==> src/rtl/led_seq_pkg.sv <==
`default_nettype none
// ============================================================================
//  Module   : led_seq_pkg
//  Purpose  : Shared types for the LED pattern sequencer: mode codes, FSM
//             state encoding, bounce direction and counter sizing helper.
//  Revision : 1.0 - initial release
// ============================================================================
package led_seq_pkg;

    // Requested / applied LED pattern mode (matches the 2-bit mode_in code).
    typedef enum logic [1:0] {
        MODE_OFF    = 2'd0,
        MODE_BLINK  = 2'd1,
        MODE_CHASE  = 2'd2,
        MODE_BOUNCE = 2'd3
    } mode_t;

    // Mode-change handshake state.
    typedef enum logic [1:0] {
        ST_IDLE    = 2'd0,
        ST_RUN     = 2'd1,
        ST_PENDING = 2'd2
    } state_t;

    // Bounce travel direction: left means toward the MSB.
    typedef enum logic {
        DIR_LEFT  = 1'b0,
        DIR_RIGHT = 1'b1
    } dir_t;

    // Width of a counter holding 0..div-1, never narrower than one bit.
    function automatic int cnt_width(input int div);
        return (div > 1) ? $clog2(div) : 1;
    endfunction

endpackage : led_seq_pkg
`default_nettype wire

==> src/rtl/tick_rise_det.sv <==
`default_nettype none
// ============================================================================
//  Module   : tick_rise_det
//  Purpose  : Registers the divider output and emits a registered one-cycle
//             pulse for every low-to-high transition. A level held high for
//             many cycles produces a single pulse.
//  Revision : 1.0 - initial release
// ============================================================================
module tick_rise_det (
    input  logic clk,
    input  logic rst_n,
    input  logic tick,
    output logic rise
);

    logic r_tick_d;

    // Delay the tick level by one clock and flag the cycle it first goes high.
    always_ff @(posedge clk or negedge rst_n) begin
        if (!rst_n) begin
            r_tick_d <= 1'b0;
            rise     <= 1'b0;
        end else begin
            r_tick_d <= tick;
            rise     <= tick & ~r_tick_d;
        end
    end

endmodule : tick_rise_det
`default_nettype wire

==> src/rtl/led_pattern_seq.sv <==
`default_nettype none
// ============================================================================
//  Module   : led_pattern_seq
//  Purpose  : Drives an LED bank with OFF / BLINK / CHASE / BOUNCE patterns,
//             advancing one step every STEP_DIV rising edges of the divider
//             tick. Mode changes are handshaked (mode_wr / mode_busy) and are
//             applied on a step boundary.
//  Options  : LED_PWM_EN - adds the bright input and a free-running PWM
//             counter that gates the LED outputs.
//  Revision : 1.0 - initial release
// ============================================================================
import led_seq_pkg::*;

module led_pattern_seq #(
    parameter int N_LEDS   = 8,
    parameter int STEP_DIV = 4,
    parameter int PWM_BITS = 4
) (
    input  logic                clk,
    input  logic                rst_n,
    input  logic                tick,
    input  logic                en,
    input  logic [1:0]          mode_in,
    input  logic                mode_wr,
`ifdef LED_PWM_EN
    input  logic [PWM_BITS-1:0] bright,
`endif
    output logic                mode_busy,
    output logic [1:0]          cur_mode,
    output logic                step_pulse,
    output logic [N_LEDS-1:0]   led
);

    localparam int                 c_cnt_w    = cnt_width(STEP_DIV);
    localparam logic [c_cnt_w-1:0] c_cnt_last = c_cnt_w'(STEP_DIV - 1);

    logic                w_rise;
    logic                w_step;
    logic                w_cnt_clear;
    logic [c_cnt_w-1:0]  r_step_cnt;

    state_t              r_state,     w_state_nxt;
    mode_t               r_cur_mode,  w_cur_mode_nxt;
    mode_t               r_pend_mode, w_pend_mode_nxt;
    dir_t                r_dir,       w_dir_nxt;
    dir_t                w_adv_dir;
    logic                r_busy,      w_busy_nxt;
    logic [N_LEDS-1:0]   r_pattern,   w_pattern_nxt;
    logic [N_LEDS-1:0]   w_adv_pattern;
    logic [N_LEDS-1:0]   w_led_nxt;
    logic                r_step_pulse;
    logic [N_LEDS-1:0]   r_led;
    mode_t               w_mode_req;

    assign w_mode_req = mode_t'(mode_in);

    // Starting pattern loaded whenever a mode is applied.
    function automatic logic [N_LEDS-1:0] init_pattern(input mode_t m);
        case (m)
            MODE_BLINK:              return '1;
            MODE_CHASE, MODE_BOUNCE: return N_LEDS'(1);
            default:                 return '0;
        endcase
    endfunction

    tick_rise_det u_rise (
        .clk   (clk),
        .rst_n (rst_n),
        .tick  (tick),
        .rise  (w_rise)
    );

    // A step is the STEP_DIV-th accepted rise; en=0 discards rises entirely.
    assign w_step = w_rise & en & (r_step_cnt == c_cnt_last);

    // Divider-edge counter; cleared when a mode is applied from IDLE.
    always_ff @(posedge clk or negedge rst_n) begin
        if (!rst_n) begin
            r_step_cnt <= '0;
        end else if (w_cnt_clear) begin
            r_step_cnt <= '0;
        end else if (w_rise && en) begin
            r_step_cnt <= (r_step_cnt == c_cnt_last) ? '0 : r_step_cnt + 1'b1;
        end
    end

    // Next pattern and direction if the current mode advances by one step.
    always_comb begin
        w_adv_pattern = r_pattern;
        w_adv_dir     = r_dir;
        case (r_cur_mode)
            MODE_BLINK: w_adv_pattern = ~r_pattern;
            MODE_CHASE: w_adv_pattern = (r_pattern << 1) | (r_pattern >> (N_LEDS - 1));
            MODE_BOUNCE: begin
                // A single LED has nowhere to travel, so it stays lit.
                if (N_LEDS > 1) begin
                    if (r_dir == DIR_LEFT) begin
                        w_adv_pattern = r_pattern << 1;
                        if (w_adv_pattern[N_LEDS-1]) w_adv_dir = DIR_RIGHT;
                    end else begin
                        w_adv_pattern = r_pattern >> 1;
                        if (w_adv_pattern[0]) w_adv_dir = DIR_LEFT;
                    end
                end
            end
            default: w_adv_pattern = '0;
        endcase
    end

    // Mode handshake FSM: applies writes from IDLE at once, defers them to the
    // next step boundary while running.
    always_comb begin
        w_state_nxt     = r_state;
        w_cur_mode_nxt  = r_cur_mode;
        w_pend_mode_nxt = r_pend_mode;
        w_dir_nxt       = r_dir;
        w_busy_nxt      = r_busy;
        w_pattern_nxt   = r_pattern;
        w_cnt_clear     = 1'b0;
        case (r_state)
            ST_IDLE: begin
                if (mode_wr && (w_mode_req != MODE_OFF)) begin
                    w_cur_mode_nxt = w_mode_req;
                    w_pattern_nxt  = init_pattern(w_mode_req);
                    w_dir_nxt      = DIR_LEFT;
                    w_cnt_clear    = 1'b1;
                    w_state_nxt    = ST_RUN;
                end
            end
            ST_RUN: begin
                if (w_step) begin
                    w_pattern_nxt = w_adv_pattern;
                    w_dir_nxt     = w_adv_dir;
                end
                // A write on a step cycle still lets the old mode take that step.
                if (mode_wr) begin
                    w_pend_mode_nxt = w_mode_req;
                    w_busy_nxt      = 1'b1;
                    w_state_nxt     = ST_PENDING;
                end
            end
            ST_PENDING: begin
                if (w_step) begin
                    w_cur_mode_nxt = r_pend_mode;
                    w_pattern_nxt  = init_pattern(r_pend_mode);
                    w_dir_nxt      = DIR_LEFT;
                    w_busy_nxt     = 1'b0;
                    w_state_nxt    = (r_pend_mode == MODE_OFF) ? ST_IDLE : ST_RUN;
                end
            end
            default: begin
                w_state_nxt = ST_IDLE;
            end
        endcase
    end

    // Sequencer state registers.
    always_ff @(posedge clk or negedge rst_n) begin
        if (!rst_n) begin
            r_state      <= ST_IDLE;
            r_cur_mode   <= MODE_OFF;
            r_pend_mode  <= MODE_OFF;
            r_dir        <= DIR_LEFT;
            r_busy       <= 1'b0;
            r_pattern    <= '0;
            r_step_pulse <= 1'b0;
        end else begin
            r_state      <= w_state_nxt;
            r_cur_mode   <= w_cur_mode_nxt;
            r_pend_mode  <= w_pend_mode_nxt;
            r_dir        <= w_dir_nxt;
            r_busy       <= w_busy_nxt;
            r_pattern    <= w_pattern_nxt;
            r_step_pulse <= w_step;
        end
    end

`ifdef LED_PWM_EN
    logic [PWM_BITS-1:0] r_pwm_cnt;

    // Free-running brightness counter; keeps running while en=0.
    always_ff @(posedge clk or negedge rst_n) begin
        if (!rst_n) begin
            r_pwm_cnt <= '0;
        end else begin
            r_pwm_cnt <= r_pwm_cnt + 1'b1;
        end
    end

    assign w_led_nxt = w_pattern_nxt & {N_LEDS{r_pwm_cnt < bright}};
`else
    assign w_led_nxt = w_pattern_nxt;

    // PWM_BITS only sizes the brightness path, which is compiled out here.
    if (PWM_BITS < 1) begin : g_pwm_cfg_unused
        logic unused_pwm_cfg;
        assign unused_pwm_cfg = 1'b0;
    end
`endif

    // LED drive register, updated in the same cycle as the pattern.
    always_ff @(posedge clk or negedge rst_n) begin
        if (!rst_n) begin
            r_led <= '0;
        end else begin
            r_led <= w_led_nxt;
        end
    end

    assign led        = r_led;
    assign cur_mode   = r_cur_mode;
    assign mode_busy  = r_busy;
    assign step_pulse = r_step_pulse;

endmodule : led_pattern_seq
`default_nettype wire

==> config.mk <==
export PLATFORM = sky130hd
export DESIGN_NAME = led_pattern_seq
export DESIGN_NICKNAME = d
export VERILOG_FILES = /design/src/rtl/led_seq_pkg.sv /design/src/rtl/tick_rise_det.sv /design/src/rtl/led_pattern_seq.sv
export SDC_FILE = /design/constraint.sdc
export NUM_CORES = 1
export LEC_CHECK = 0
export ABC_AREA = 0
export BUFFER_PORTS_ARGS = -buffer_cell sky130_fd_sc_hd__buf_2
export CAP_MARGIN = 10
export CORE_UTILIZATION = 25
export CTS_CLUSTER_DIAMETER = 80
export DETAILED_ROUTE_END_ITERATION = 8
export GPL_TIMING_DRIVEN = 1
export SETUP_SLACK_MARGIN = 0.3
export SLEW_MARGIN = 10
export SYNTH_ARGS = -nofsm -noshare
export SYNTH_HDL_FRONTEND = slang
export SYNTH_SLANG_ARGS = --single-unit
==> constraint.sdc <==
create_clock -name clk -period 3.9 [get_ports clk]
set_input_delay 0.195 -clock clk [delete_from_list [all_inputs] [get_ports clk]]
set_output_delay 0.195 -clock clk [all_outputs]
set_load 0.05 [all_outputs]
==> results of run 1 <==
-- cell usage after synthesis (2+ instances only) --
cell type  instances
dfrtp_1           21
buf_6              2
nand4b_1           2
nand2_1           10
nand3b_1           2
clkbuf_1           2
o21ai_2            2
nor2_1            14
o21ai_0           19
ha_1               5
inv_1              7
buf_2              3
mux2_2             3
mux2i_1            5
a31oi_1            3
nand3_1            3
a21oi_1           17
nand2b_1           2
-- critical path: stages (launching register included) --
cell	delay [ns]
dfrtp_1	0.42
inv_1	0.09
ha_1	0.36
or3b_4	0.44
a22oi_4	0.31
a21boi_4	0.32
a21oi_1	0.10
-- layer usage --
layer | vias up | part of all wire (%) | wire (um) | global-route usage, %
li1 | 536 | - | - | -
met1 | 514 | 49 | 1390 | 15.3
met2 | 12 | 47 | 1330 | 18.6
met3 | 4 | 2.9 | 83 | 2.74
met4 | 0 | 1.7 | 47 | 4.49
met5 | - | 0 | 0 | 0
-- per-stage QoR --
step,setup slack [ns],util [%],cell area [um^2],power [mW]
after global placement,1.80,29.1,1400,1.20
after CTS,1.72,30.3,1460,1.35
after floorplan,2.15,-,1270,1.05
after global routing,1.58,30.3,1460,1.46
final,1.73,30.3,1460,1.35
after detailed placement,1.74,29.1,1400,1.20
-- registers in the layout, indices dropped and copies added (netlist names) --
| signal | count |
|---|---|
| r_pend_mode | 2 |
| step_pulse | 1 |
| mode_busy | 1 |
| r_dir | 1 |
| u_rise.rise | 1 |
| cur_mode | 2 |
| led | 8 |
| u_rise.r_tick_d | 1 |
| r_state | 2 |
| r_step_cnt | 2 |
-- area by class of cell --
type,count,area share [%]
Clock inverter,1,0.343
Clock buffer,3,2.83
Timing Repair Buffer,19,6.87
Inverter,7,1.80
Tap cell,67,5.75
Multi-Input combinational cell,104,46.4
Sequential cell,21,36.1
-- kinds of logic after synthesis --
family | after synthesis | synth area share, %
AND/OR/NAND/NOR | 40 | 15.6
buffers and inverters | 14 | 5.60
AO/OA/AOI/OAI | 51 | 26.0
multiplexers | 8 | 6.59
adder cells (fa/ha/maj) | 5 | 4.92
flip-flops | 21 | 41.3
-- worst paths after layout --
path,startpoint,end,slack (ns)
worst min register to register,u_rise.r_tick_d,u_rise.rise,0.39
max in group asynchronous,rst_n,r_dir,3.15
worst max register to register,r_state[1],led[2],1.73
min in group asynchronous,rst_n,r_pend_mode[0],0.41
worst max-delay path,r_state[1],led[2],1.73
worst min-delay path,tick,u_rise.r_tick_d,0.04
-- what timing repair did --
action,in CTS,in global routing
buffers inserted,0,0
endpoints found under the hold margin,21,0
hold buffers,1,0
-- where the power goes --
part | internal, mW | switching [mW]
combinational | 0.265 | 0.501
clock | 0.0714 | 0.0767
sequential | 0.310 | 0.125
total | 0.646 | 0.703
==> metrics.md, run 1 <==
| Metric | Value |
|---|---|
| Syn. warnings | `0` |
| Clock sink count | `21` |
| Worst VDD drop | `slightly below 0.3 mV` |
| Worst Path Required | `4.04 ns` |
| Root Driver | `clkbuf_8` |
| Fmax | `approximately 460 MHz` |
| Average wire per standard cell | `~13 um` |
| Num CTS Buffers | `3` |
| Tightest Pin Transition | `between 0.5 and 0.6 ns` |
| Setup Skew | `0.0114 ns` |
| Drt pass-1 iters | `4` |
| Synth area leaders | `dfrtp_1 41%, o21ai_0 7.5%, a21oi_1 6.7%, ha_1 4.9%, nor2_1 4.1%` |
| Initial antenna violation count | `0` |
| Die ar. | `about 5400 um^2` |
| Area of the multi-input gates | `~680 um^2` |
| Post-cts gate resize count | `0` |
| Cells after DPL | `~220` |
| Placer Congestion | `0.784` |
| WL final | `between 2000 and 3000 um` |
| Core Box Area | `around 4800 um^2` |
| Leading area contributor after synthesis | `dfrtp_1` |
| Crit start category | `flop` |
| Final worst path period share | `between 50% and 60%` |
| Non-Filler Instances | `roughly 220` |
| Post-synthesis instance total | `~140` |
| Worst Path Arrival | `between 2 and 2.5 ns` |
| Post-synth EDFFs | `0` |
| Storage element area | `around 530 um^2` |
| Share of layout cells above drive strength 1 | `about a fifth` |
| Setup TNS | `0 ns` |
| Fin nets | `between 150 and 200` |
| Fill cells | `around 540` |
| Synth unique cells | `35` |
| Number of global-route vias before repair | `between 1000 and 1500` |
| Min-Delay Path Depth | `1` |
| Starting DRC count in detailed routing | `100` |
| FF+latch count, synth | `21` |
| Mean Syn Cell Area | `9.15 um^2` |
| Area Growth Syn to Fin | `14.6%` |
| Syn nets | `151` |
| First-pass GRT wire length | `about 4800 um` |
| Ys flop type | `dfrtp_1` |
| Post-route ant nets | `0` |
| Worst-path clk slew | `~0.09 ns` |
| CP Capture Type | `flop` |
| # rows | `25` |
| Ant. Diodes | `0` |
| Crit path kind | `flop to flop` |
| Final setup fails | `0` |
| Slew Limit Fails | `0` |
| Reg2reg path depth | `6` |
| Top-area cell type share of the netlist area | `41.3%` |
| Outcome | `complete, no violations` |
| Post-route minimum period | `roughly 2.2 ns` |
| Worst skew pair latency | `~0.27 ns` |
| Commonest non-fill, non-tap cell in the layout | `dfrtp_1` |
| Total GRT Usage | `roughly an eighth` |
| RSZ-0062 raised after global routing | `false` |
| DR DRC count | `0` |
| Clock buffer depth | `2` |
| DR vias/cell | `between 4 and 5` |
| FFs w/ async S/R, synth | `between 90% and 100%` |
| Congestion Overflow GR | `0` |
| Max cap viols | `0` |
| IO Count | `19` |
| Relative slew slack | `between 60% and 70%` |
| Cell area after synthesis | `between 1000 and 1500 um^2` |
| TritonCTS clock tree | `yes` |
| Final hold violation count | `0` |
| Die X | `about 73 um` |
| Worst min path class | `input pin to flop` |
| Critical Path Fanout Max | `12` |
| Commonest cells after routing, fill and taps aside | `21 x dfrtp_1, 19 x o21ai_0, 18 x buf_2, 17 x a21oi_1, 14 x nor2_1` |
| Htree depth | `1` |
| Initial core utilization | `approximately a quarter` |
| P per Cell Area | `just over 900 nW/um^2` |
| Largest net degree at the start of global routing | `22` |
| P_leak | `0.610 nW` |
| Min Hold Slack | `roughly 0.038 ns` |
| Dpl hpwl | `about 2100 um` |
| Vias | `about 1100` |
| Seq/Total Area, Yosys | `between 40% and 50%` |
| IO buf count | `18` |
| Die H | `between 70 and 80 um` |
Power figures use the tool's default switching activity.
==> inputs of run 2 (changes only) <==
--- a/config.mk
+++ b/config.mk
@@ -5,7 +5,7 @@
 export SDC_FILE = /design/constraint.sdc
 export NUM_CORES = 1
 export LEC_CHECK = 0
-export ABC_AREA = 0
+export ABC_AREA = 1
 export BUFFER_PORTS_ARGS = -buffer_cell sky130_fd_sc_hd__buf_2
 export CAP_MARGIN = 10
 export CORE_UTILIZATION = 25
==> constraint.sdc (replaced) <==
create_clock -name clk -period 2.3 [get_ports clk]
set_input_delay 0.115 -clock clk [delete_from_list [all_inputs] [get_ports clk]]
set_output_delay 0.115 -clock clk [all_outputs]
set_load 0.05 [all_outputs]
==> run 2 against run 1 <==
Setup slack lost 1.1 ns; flip-flop and latch count did not move; wire length up 13%; sequential share of layout area shrank 3.4 points; count of clock-buffer cells in the layout unchanged; maximum frequency up 27%; highest routed layer unchanged.
==> metrics.md, run 2 <==
| Metric | Value |
|---|---|
| Syn. warnings | `0` |
| Core Box Area | `approximately 5300 um^2` |
| Final worst path period share | `between 70 and 80%` |
| Critical Path Fanout Max | `13` |
| Dpl hpwl | `2470 um` |
| Ant. Diodes | `0` |
| Mean Syn Cell Area | `6.69 um^2` |
| Max FFs per register | `8` |
| First-pass GRT wire length | `5750 um` |
| Outcome | `complete, no violations` |
| Worst skew pair latency | `roughly 0.26 ns` |
| Vias | `approximately 1300` |
| Number of global-route vias before repair | `about 1300` |
| Fin nets | `roughly 240` |
| Fill cells | `585` |
| Congestion Overflow GR | `0` |
| Seq/Total Area, Yosys | `37.4%` |
| Initial core utilization | `between 20% and 30%` |
| Slew Limit Fails | `0` |
| Worst min path class | `input pin to flop` |
| TritonCTS clock tree | `yes` |
| Cell area after synthesis | `roughly 1400 um^2` |
| Total GRT Usage | `between 10 and 15%` |
| Tightest Pin Transition | `between 0.4 and 0.5 ns` |
| DR vias/cell | `4.47` |
| Worst Hold Launch | `mode_in[1]` |
| RR Startpoint | `r_state[1]` |
| Post-route minimum period | `about 1.7 ns` |
| Placer Congestion | `~0.83` |
| Post-synth EDFFs | `0` |
| FF-to-FF setup slack | `0.59 ns` |
| Share of layout cells above drive strength 1 | `between 10% and 20%` |
| Leading area contributor after synthesis | `dfrtp_1` |
| CP max-delay cell | `dfrtp_1` |
| Root Driver | `clkbuf_8` |
| Commonest non-fill, non-tap cell in the layout | `nand2_1` |
| Fmax | `a little under 600 MHz` |
| Synth area leaders | `dfrtp_1 37%, nand2_1 19%, inv_1 8.3%, nand3_1 6.8%, nor2_1 4.8%` |
| Crit start category | `flop` |
| IO Count | `19` |
| Worst-path clk slew | `roughly 0.080 ns` |
| Largest net degree at the start of global routing | `22` |
| Relative slew slack | `~69%` |
| Final setup fails | `0` |
| Average wire per standard cell | `between 10 and 15 um` |
| Critical path origin | `r_state[1]` |
| Most frequent cell after synthesis | `nand2_1` |
| Commonest cells in the netlist | `70 x nand2_1, 31 x inv_1, 21 x dfrtp_1` |
| Initial antenna violation count | `0` |
| Area Growth Syn to Fin | `14.5%` |
| Htree depth | `1` |
| Post-CTS Setup Inserts | `0` |
| CP Capture Type | `flop` |
| Worst Path Required | `about 2.4 ns` |
| Die ar. | `a little under 6000 um^2` |
| FF+latch count, synth | `21` |
| Num CTS Buffers | `3` |
| Syn nets | `around 220` |
| CP most frequent cell | `inv_1` |
| Synth unique cells | `28` |
| Cells after DPL | `a little under 300` |
| Setup TNS | `0 ns` |
| Top-area cell type share of the netlist area | `a little under two fifths` |
| Drt pass-1 iters | `4` |
| DR DRC count | `0` |
| # rows | `26` |
| Die H | `about 77 um` |
| Setup Skew | `0.00682 ns` |
| Clock buffer depth | `2` |
| Worst Path Arrival | `approximately 1.9 ns` |
| Commonest cells after routing, fill and taps aside | `70 x nand2_1, 31 x inv_1, 21 x dfrtp_1, 19 x nand3_1` |
| Critical path endpoint | `led[3]` |
| RSZ-0062 raised after global routing | `false` |
| Max stage delay on crit path | `roughly 0.40 ns` |
| WL final | `~3200 um` |
| Reg2reg end | `led[3]` |
| Crit path kind | `flop to flop` |
| Ys flop type | `dfrtp_1` |
| Starting DRC count in detailed routing | `89` |
| Post-synthesis instance total | `210` |
| Die X | `77.0 um` |
| FFs w/ async S/R, synth | `100%` |
| Final hold violation count | `0` |
| IO buf count | `18` |
| CP Cell Sequence | `inv_1 -> ha_1 -> inv_1 -> o21ai_0 -> nand2_1 -> nand3_2 -> inv_2 -> nor2_1 -> a21oi_1` |
| Reg2reg path depth | `9` |
| Non-Filler Instances | `roughly 300` |
| Max cap viols | `0` |
| Post-route ant nets | `0` |
| Clock sink count | `21` |
-- run 2: cell count changes after synthesis, sizes merged, moves of 3 or more --
cell and delta:
a21oi -7, inv +25, mux2 -3, mux2i -5, nand2 +61, nand3 +17, nor2 +6, o21ai -7
-- run 2: logic make-up (layout without fill, tap and decap cells) --
kind of cell / after synthesis / count (layout) / synth area share (%)
simple gates: 116 / 116 / 34.7
buf+inv: 39 / 57 / 11.8
compound gates: 29 / 29 / 11.6
flops: 21 / 21 / 37.4
fa+ha+maj: 5 / 5 / 4.45
-- run 2: what timing repair did --
action                                  4_1_cts  5_1_grt
hold buffers                                  2        0
gates resized for setup                       0        0
endpoints found under the setup margin        0        0
hold endpoints to repair                     22        0
-- run 2: area by class of cell --
cell class,instances,area (um^2),area share (%)
clock buffer,3,41.3,2.57
inverter,33,124,7.70
sequential,21,526,32.7
timing repair buffer,20,110,6.84
multi-input combinational,150,713,44.3
clock inverter,1,7.51,0.467
tap,70,87.6,5.44
-- run 2: worst min-delay path by stage --
stage / to / slack (ns) / depth (start not counted)
floorplan: cur_mode[0] / -0.18 / 0
global placement: u_rise.r_tick_d / 0.10 / 1
detailed placement: r_step_cnt[1] / 0.10 / 1
CTS: r_pend_mode[1] / 0.15 / 3
global route: step_pulse / 0.18 / 3
finish: r_pend_mode[1] / 0.15 / 3
-- run 2: critical path, delay by kind of cell (launching register included) --
family,cells,cell delay (ns)
AND/OR/NAND/NOR,3,0.31
AO/OA/AOI/OAI,2,0.14
adder cells (fa/ha/maj),1,0.40
buffers and inverters,3,0.33
flip-flops,1,0.40
-- run 2: per-stage QoR --
step	setup slack, ns	cell area [um^2]	util [%]	hold slack (ns)
CTS	0.589	1610	30.5	0.151
global placement	0.644	1540	29.2	0.101
finish	0.593	1610	30.5	0.151
detailed placement	0.615	1540	29.2	0.101
global route	0.350	1610	30.5	0.178
floorplan	0.798	1410	-	-0.181
-- run 2: routing by layer --
layer	wire, um	up-vias	share of wire [%]	track usage [%]
li1	-	692	-	-
met4	76	0	2.4	5.47
met1	1560	604	49	15.8
met5	0	-	0	0
met2	1480	26	46	19.4
met3	97	9	3.0	1.90
Power of run 2 is left out: the tool's default activity adds up to more than one toggle a clock period on the data nets, which glitch-free logic cannot reach.
